==> src/rtl/cp0_exc_ctrl.sv <==
// cp0_exc_ctrl: exception / interrupt / eret sequencer at the commit boundary.
// Detects a commit-time event, pulses the CP0 wb_* or eret_flush strobe, holds
// pipe_flush for FLUSH_CYCLES cycles, then offers a redirect target to fetch
// over a valid/ready handshake.
// Optional feature: define CP0_EXC_INT_EN to compile in interrupt sampling.
module cp0_exc_ctrl #(
    parameter int unsigned FLUSH_CYCLES    = 2,
    parameter logic [31:0] EXC_VECTOR_BEV  = 32'hBFC00380,
    parameter logic [31:0] EXC_VECTOR_NORM = 32'h80000180
) (
    input  logic        clk,
    input  logic        reset,
    input  logic        commit_valid,
    output logic        commit_ready,
    input  logic [31:0] commit_pc,
    input  logic        commit_bd,
    input  logic        commit_ex,
    input  logic [4:0]  commit_excode,
    input  logic [31:0] commit_badvaddr,
    input  logic        commit_eret,
    input  logic        c0_status_bev,
    input  logic        c0_status_exl,
    input  logic        c0_status_ie,
    input  logic [7:0]  c0_status_im,
    input  logic [7:0]  c0_cause_ip,
    input  logic [31:0] c0_epc,
    output logic        wb_ex,
    output logic [4:0]  wb_excode,
    output logic        wb_bd,
    output logic [31:0] wb_pc,
    output logic [31:0] wb_badvaddr,
    output logic        eret_flush,
    output logic        pipe_flush,
    output logic        redirect_valid,
    input  logic        redirect_ready,
    output logic [31:0] redirect_pc
);

    localparam logic [3:0] CntLoad = 4'(FLUSH_CYCLES - 1);

    typedef enum logic [1:0] {StIdle, StFlush, StRedirect} state_e;

    state_e      state_q, state_d;
    logic [3:0]  cnt_q, cnt_d;
    logic        int_pending_q;
    logic        wb_ex_q, eret_flush_q, wb_bd_q;
    logic [4:0]  wb_excode_q;
    logic [31:0] wb_pc_q, wb_badvaddr_q, redirect_pc_q;

    logic accept, exc_evt, eret_evt, any_evt;

`ifdef CP0_EXC_INT_EN
    // Interrupt request sampled every cycle; affects commits from the next cycle on
    always_ff @(posedge clk or posedge reset) begin
        if (reset) int_pending_q <= 1'b0;
        else       int_pending_q <= c0_status_ie & ~c0_status_exl &
                                    (|(c0_cause_ip & c0_status_im));
    end
`else
    logic unused_int;
    assign int_pending_q = 1'b0;
    assign unused_int    = ^{c0_status_ie, c0_status_exl, c0_status_im, c0_cause_ip};
`endif

    // Event decode; interrupt outranks commit_ex, which outranks eret
    always_comb begin
        accept   = commit_valid & (state_q == StIdle);
        exc_evt  = accept & (int_pending_q | commit_ex);
        eret_evt = accept & ~int_pending_q & ~commit_ex & commit_eret;
        any_evt  = exc_evt | eret_evt;
    end

    // State register
    always_ff @(posedge clk or posedge reset) begin
        if (reset) state_q <= StIdle;
        else       state_q <= state_d;
    end

    // Next-state logic
    always_comb begin
        state_d = state_q;
        unique case (state_q)
            StIdle:     if (any_evt)        state_d = StFlush;
            StFlush:    if (cnt_q == 4'd0)  state_d = StRedirect;
            StRedirect: if (redirect_ready) state_d = StIdle;
            default:                        state_d = StIdle;
        endcase
    end

    // Moore outputs decoded from state
    always_comb begin
        commit_ready   = (state_q == StIdle);
        pipe_flush     = (state_q == StFlush);
        redirect_valid = (state_q == StRedirect);
    end

    // Flush length counter, loaded at the event
    always_comb begin
        cnt_d = cnt_q;
        if (any_evt)                                   cnt_d = CntLoad;
        else if (state_q == StFlush && cnt_q != 4'd0)  cnt_d = cnt_q - 4'd1;
    end

    // Counter, strobes and held CP0 update / redirect values
    always_ff @(posedge clk or posedge reset) begin
        if (reset) begin
            cnt_q         <= 4'd0;
            wb_ex_q       <= 1'b0;
            eret_flush_q  <= 1'b0;
            wb_excode_q   <= 5'd0;
            wb_bd_q       <= 1'b0;
            wb_pc_q       <= 32'd0;
            wb_badvaddr_q <= 32'd0;
            redirect_pc_q <= 32'd0;
        end else begin
            cnt_q        <= cnt_d;
            wb_ex_q      <= exc_evt;
            eret_flush_q <= eret_evt;
            if (exc_evt) begin
                wb_excode_q   <= int_pending_q ? 5'h00 : commit_excode;
                wb_bd_q       <= commit_bd;
                wb_pc_q       <= commit_pc;
                wb_badvaddr_q <= commit_badvaddr;
                redirect_pc_q <= c0_status_bev ? EXC_VECTOR_BEV : EXC_VECTOR_NORM;
            end else if (eret_flush_q) begin
                // EPC is only stable the cycle after the eret commits
                redirect_pc_q <= c0_epc;
            end
        end
    end

    assign wb_ex       = wb_ex_q;
    assign eret_flush  = eret_flush_q;
    assign wb_excode   = wb_excode_q;
    assign wb_bd       = wb_bd_q;
    assign wb_pc       = wb_pc_q;
    assign wb_badvaddr = wb_badvaddr_q;
    assign redirect_pc = redirect_pc_q;

endmodule

==> config.mk <==
export PLATFORM = sky130hd
export DESIGN_NAME = cp0_exc_ctrl
export DESIGN_NICKNAME = d
export VERILOG_FILES = /design/src/rtl/cp0_exc_ctrl.sv
export SDC_FILE = /design/constraint.sdc
export NUM_CORES = 1
export LEC_CHECK = 0
export BUFFER_PORTS_ARGS = -buffer_cell sky130_fd_sc_hd__buf_4
export CORE_MARGIN = 3
export CORE_UTILIZATION = 39
export CTS_BUF_LIST = sky130_fd_sc_hd__clkbuf_8
export DETAILED_ROUTE_END_ITERATION = 10
export MAX_ROUTING_LAYER = met4
export PLACE_DENSITY = 0.72
export SLEW_MARGIN = 20
export SYNTH_ARGS = -nofsm -noshare
export SYNTH_HDL_FRONTEND = slang
export SYNTH_SLANG_ARGS = --single-unit
==> constraint.sdc <==
create_clock -name clk -period 5.25 [get_ports clk]
set_input_delay 1.05 -clock clk [delete_from_list [all_inputs] [get_ports clk]]
set_output_delay 1.05 -clock clk [all_outputs]
set_load 0.005 [all_outputs]
=== After elaboration in Yosys (flattened, before gate mapping) ===
Index checks and enable logic that the tools add are counted.

* Memory bits (writable): 0
* Word-level logic and storage cells: 37
* Bits in registers: 110
* Latch bits: 0
* Memory bits (read-only): 0
* Output and inout port bits: 107
* Memories: 0
* Input port bits: 127

* $lt $le $gt $ge: 0
* Bitwise operators: 6
* Shifts and indexed selects: 0
* Add/sub/neg operators: 1
* Div/mod/pow operators: 0
* Equality and inequality tests: 5
* Multipliers: 0
* Reductions and logical operators: 7
* Muxes and demuxes: 9

{| class="wikitable"
|+ Operator list
! cell !! number
|-
| 2-to-1 mux 32 bit || 2
|-
| 2-to-1 mux 30 bit || 1
|-
| 2-to-1 mux 4 bit || 2
|-
| 2-to-1 mux 2 bit || 3
|-
| inequality test 2 x 1 -> 1 bit, second input constant || 3
|-
| one-hot mux 2 bit (3 select lines) || 1
|-
| AND 1 bit || 4
|-
| zero test 4 bit || 1
|-
| nonzero test 2 bit || 2
|-
| nonzero test 4 bit || 1
|-
| subtractor 4 x 1 -> 4 bit, second input constant || 1
|-
| AND reduction 3 bit || 1
|-
| equality test 2 x 1 -> 1 bit, second input constant || 1
|-
| equality test 2 bit, second input constant || 1
|-
| zero test 2 bit || 1
|-
| logical AND 1 bit || 1
|-
| inverter 1 bit || 1
|-
| OR 1 bit || 1
|}

=== Logic depth before layout (Yosys ltp) ===
* Depth in word-level cells: 7
* Gate-level depth with buffers: 5
* Mapped depth without buffers: 5

=== Worst setup path before layout ===
No wires, ideal clock.

* Path type: input port to flip-flop
* Start point: input port commit_ex
* End point: register wb_badvaddr_q[10], in the netlist wb_badvaddr[10]
* Data required time: 5.125 ns
* Stages on the path: 4
* Path buffers: 2
* Arrival: 1.810 ns
* Library setup time: 0.125 ns
* Setup slack: 3.315 ns
* Cell sequence: nand4bb_1 -> buf_4 -> buf_6 -> mux2_2

* Longest elaborated chain between the ends: 1

{| class="wikitable"
|+ Ends and longest elaborated chain
! item !! RTL line !! text
|-
| start: declaration || 17 || <nowiki>input logic commit_ex,</nowiki>
|-
| AND 1 bit || 68 || <nowiki>exc_evt = accept & (int_pending_q | commit_ex);</nowiki>
|-
| end signal: assignment || 123 || <nowiki>wb_badvaddr_q <= commit_badvaddr;</nowiki>
|-
| end: declaration || 48 || <nowiki>logic [31:0] wb_pc_q, wb_badvaddr_q, redirect_pc_q;</nowiki>
|}

Every way passes these cells.
A chain may end at the register's enable or synchronous reset.

=== Final worst setup path ===
* Start point: input port commit_valid
* End point: register wb_badvaddr_q[3], in the netlist wb_badvaddr[3]

* Longest elaborated chain between the ends: 2

{| class="wikitable"
|+ Ends and longest elaborated chain
! item !! RTL line !! text
|-
| start: declaration || 13 || <nowiki>input logic commit_valid,</nowiki>
|-
| AND 1 bit || 67 || <nowiki>accept = commit_valid & (state_q == StIdle);</nowiki>
|-
| AND 1 bit || 68 ||
|}

Every way passes these cells.

==> impl_metrics.toml <==
[route]
viasPerCell = 4.80
first_iter_violations = 112
wl_um = 10500
antenna_left = 0
avgRoutedWirePerCell_um = 16.2
drc = 0
vias = 3107
dr.pass1.iters = 4

[place]
gp_congestion = 0.767
dpl.hpwl_um = 7800
dp.cells = 631
dp_worst_setup_slack_ns = 2.43
port_buffers = 215

[run_status]
status = "completed"

[grt]
grt_first_pass_wirelength_um = 16700
grt_max_degree = 61
antenna_found_initial = 0
grt.overflow.total = 0
grt_pass1_vias = 3357
grt_usage_pct = 17.2

[logic_synthesis]
syn_area_sq_um = 4300
yosys.area_share.simple_pct = 4.19
synth.avg_cell_area_sq_um = 14.7
ys_seq_area_share_pct = 64.0
synth-seq-cells = 110
syn-num-nets = 420
yosys_warnings = 0
synthAdderAreaFrac_pct = 0.291
synth_cell_types = 27
synth-xor-area-share_pct = 0
syn_inst = 292
synthMuxAreaShare_pct = 25.8
synth-compound-area-share_pct = 2.68
synth_top_family_by_area = "multiplexers"

[timing]
setup_viol = 0
hold_slack_ns = 0.513
finalSetupTns_ns = 0
finalMaxSlewViolations = 0
worst_slew_pin_slew_ns = 0.716
worst_slack_ns = 2.82
slew_headroom_pct = 52.3
final-hold-violation-count = 0
period_needed_ns = 2.43
fin_crit_sh_pct = 46.2
rsz0062_at_grt = "no"
fin_worst_skew_ns = 0.0161
clock.fmax_mhz = 412

[worst_setup_path]
cp.arrival_ns = 2.67
end_kind = "flip-flop"
start_kind = "input pin"
worstSetupPathType = "in2reg"
required_ns = 5.49
path_max_fanout = 47

[pwr]
power_density_nw_per_um2 = 547
power.leakage_nw = 3.03
finalPower_mw = 3.40
worst_ir_drop_vdd_mv = 0.250

[clock_tree]
path_clk_slew_ns = 0.09
cts_hold_buf = 0
cts_num_sinks = 110
cts_buffers = 9
cts_root_buffer = "clkbuf_8"
clkLatencyLatePin_ns = 0.37
cts_setup_buffers = 0
clockBufferDepth = 2
postCtsResizedCells = 0
cts_tree = "built"
htreeDepth = 3

[die]
dieArea_sq_um = 12300
core_area_sq_um = 10500
io_pins = 234
die_height_um = 111
start_util_pct = 40.9
die_w_um = 111
rows = 37

[cells_and_area]
multi_input_area_sq_um = 1430
fillers = 874
diodes = 0
drive_gt1_share_pct = 59.9
instances_no_fill = 647
syn2layout_area_growth_pct = 44.4
ff_latch_area_sq_um = 2750
finalNetCount = 634

[flow_run]
maxCapViolations = 0

[min_path]
hold_class = "reg2reg"
-- flip-flops by register name, indices dropped and copies added (netlist names) --
name and flops:
wb_excode 5, cnt_q 4, eret_flush 1, wb_badvaddr 32, wb_bd 1, wb_pc 32, state_q 2, wb_ex 1
redirect_pc 32
-- worst max-delay path, cell delays in order --
cell	delay [ns]
buf_4	0.13
nand4bb_4	0.43
buf_4	0.60
mux2_2	0.41
-- layout make-up --
cell class | instances | share of cell area [%]
Clock inverter | 7 | 1.09
Timing Repair Buffer | 218 | 26.3
Clock buffer | 9 | 1.99
Inverter | 7 | 0.463
Sequential cell | 110 | 44.3
Tap cell | 136 | 2.74
Multi-Input combinational cell | 160 | 23.1
-- metrics by stage --
step	utilization (%)	cell area, sq um
floorplan	-	4300
global placement	57.3	6020
detailed placement	57.3	6020
CTS	59.1	6210
global route	59.1	6210
finish	59.1	6210
-- logic make-up (layout without fill, tap and decap cells) --
| logic type | count (synthesis) | count (layout) |
|---|---|---|
| buffers and inverters | 22 | 241 |
| DFF | 110 | 110 |
| muxes | 102 | 102 |
| AOI/OAI and AO/OA | 21 | 21 |
| and+or+nand+nor | 36 | 36 |
| adders and majority gates | 1 | 1 |
-- worst paths after layout --
check,from,endpoint,slack [ns],cells past startpoint
min in group asynchronous,reset,wb_pc[18]$_DFFE_PP0P_,0.81,2
hold / removal,wb_pc[27]$_DFFE_PP0P_,wb_pc[27]$_DFFE_PP0P_,0.51,1
max in group asynchronous,reset,redirect_pc[5]$_DFFE_PP0P_,3.32,3
setup / recovery,commit_valid,wb_badvaddr[3]$_DFFE_PP0P_,2.82,4
setup reg to reg,state_q[1]$_DFFE_PP0P_,wb_badvaddr[3]$_DFFE_PP0P_,3.08,3
hold reg to reg,wb_pc[27]$_DFFE_PP0P_,wb_pc[27]$_DFFE_PP0P_,0.51,1
-- cell usage after synthesis --
cell / instances / area [sq um]
o21a_1: 1 / 7.51
nand4bb_1: 1 / 11.3
a311oi_1: 1 / 8.76
buf_4: 1 / 7.51
nor2_2: 1 / 6.26
nand2b_1: 1 / 6.26
mux2_2: 70 / 788
clkbuf_1: 1 / 3.75
mux2i_1: 32 / 320
buf_2: 8 / 40.0
dfrtp_1: 110 / 2750
nor3b_1: 2 / 15.0
a22o_1: 1 / 8.76
ha_1: 1 / 12.5
nand4b_1: 1 / 8.76
o21ai_0: 5 / 25.0
or3b_2: 1 / 8.76
inv_1: 7 / 26.3
nor3_1: 1 / 5.00
nor2_1: 21 / 78.8
or4_1: 1 / 7.51
a21oi_1: 13 / 65.1
nor2b_1: 1 / 6.26
and3b_1: 1 / 8.76
nand2_1: 3 / 11.3
or3_1: 1 / 6.26
buf_6: 5 / 56.3
-- report_power, final --
group	switching, mW	leakage, nW	internal, mW
sequential	0.226	1.33	1.26
clock	0.279	0.102	0.219
combinational	0.523	1.60	0.891
total	1.03	3.03	2.37
-- metal layers --
metal,up-vias,routed length [um],global-route usage [%]
met5,-,0,-
met4,0,208,6.41
met3,17,683,3.66
met2,141,5360,29.3
met1,1501,4230,20.2
li1,1448,-,-
-- layout by cell type (no fill, tap or decap) --
cell / n
buf_4: 218
dfrtp_1: 110
mux2_2: 70
mux2i_1: 32
nor2_1: 21
a21oi_1: 13
clkbuf_8: 9
inv_1: 8
o21ai_0: 5
nand2_1: 3
nor3b_1: 2
clkinv_4: 2
nand4bb_4: 1
nor2_2: 1
and3b_1: 1
nand2b_1: 1
nor2b_1: 1
inv_4: 1
or3_1: 1
or4_1: 1
o21a_1: 1
a22o_1: 1
or3b_2: 1
nor3_1: 1
a311oi_1: 1
nand4b_1: 1
ha_1: 1
clkinv_2: 1
clkinvlp_4: 1
bufinv_16: 1
Note: power is estimated with default switching activity, not from simulation.
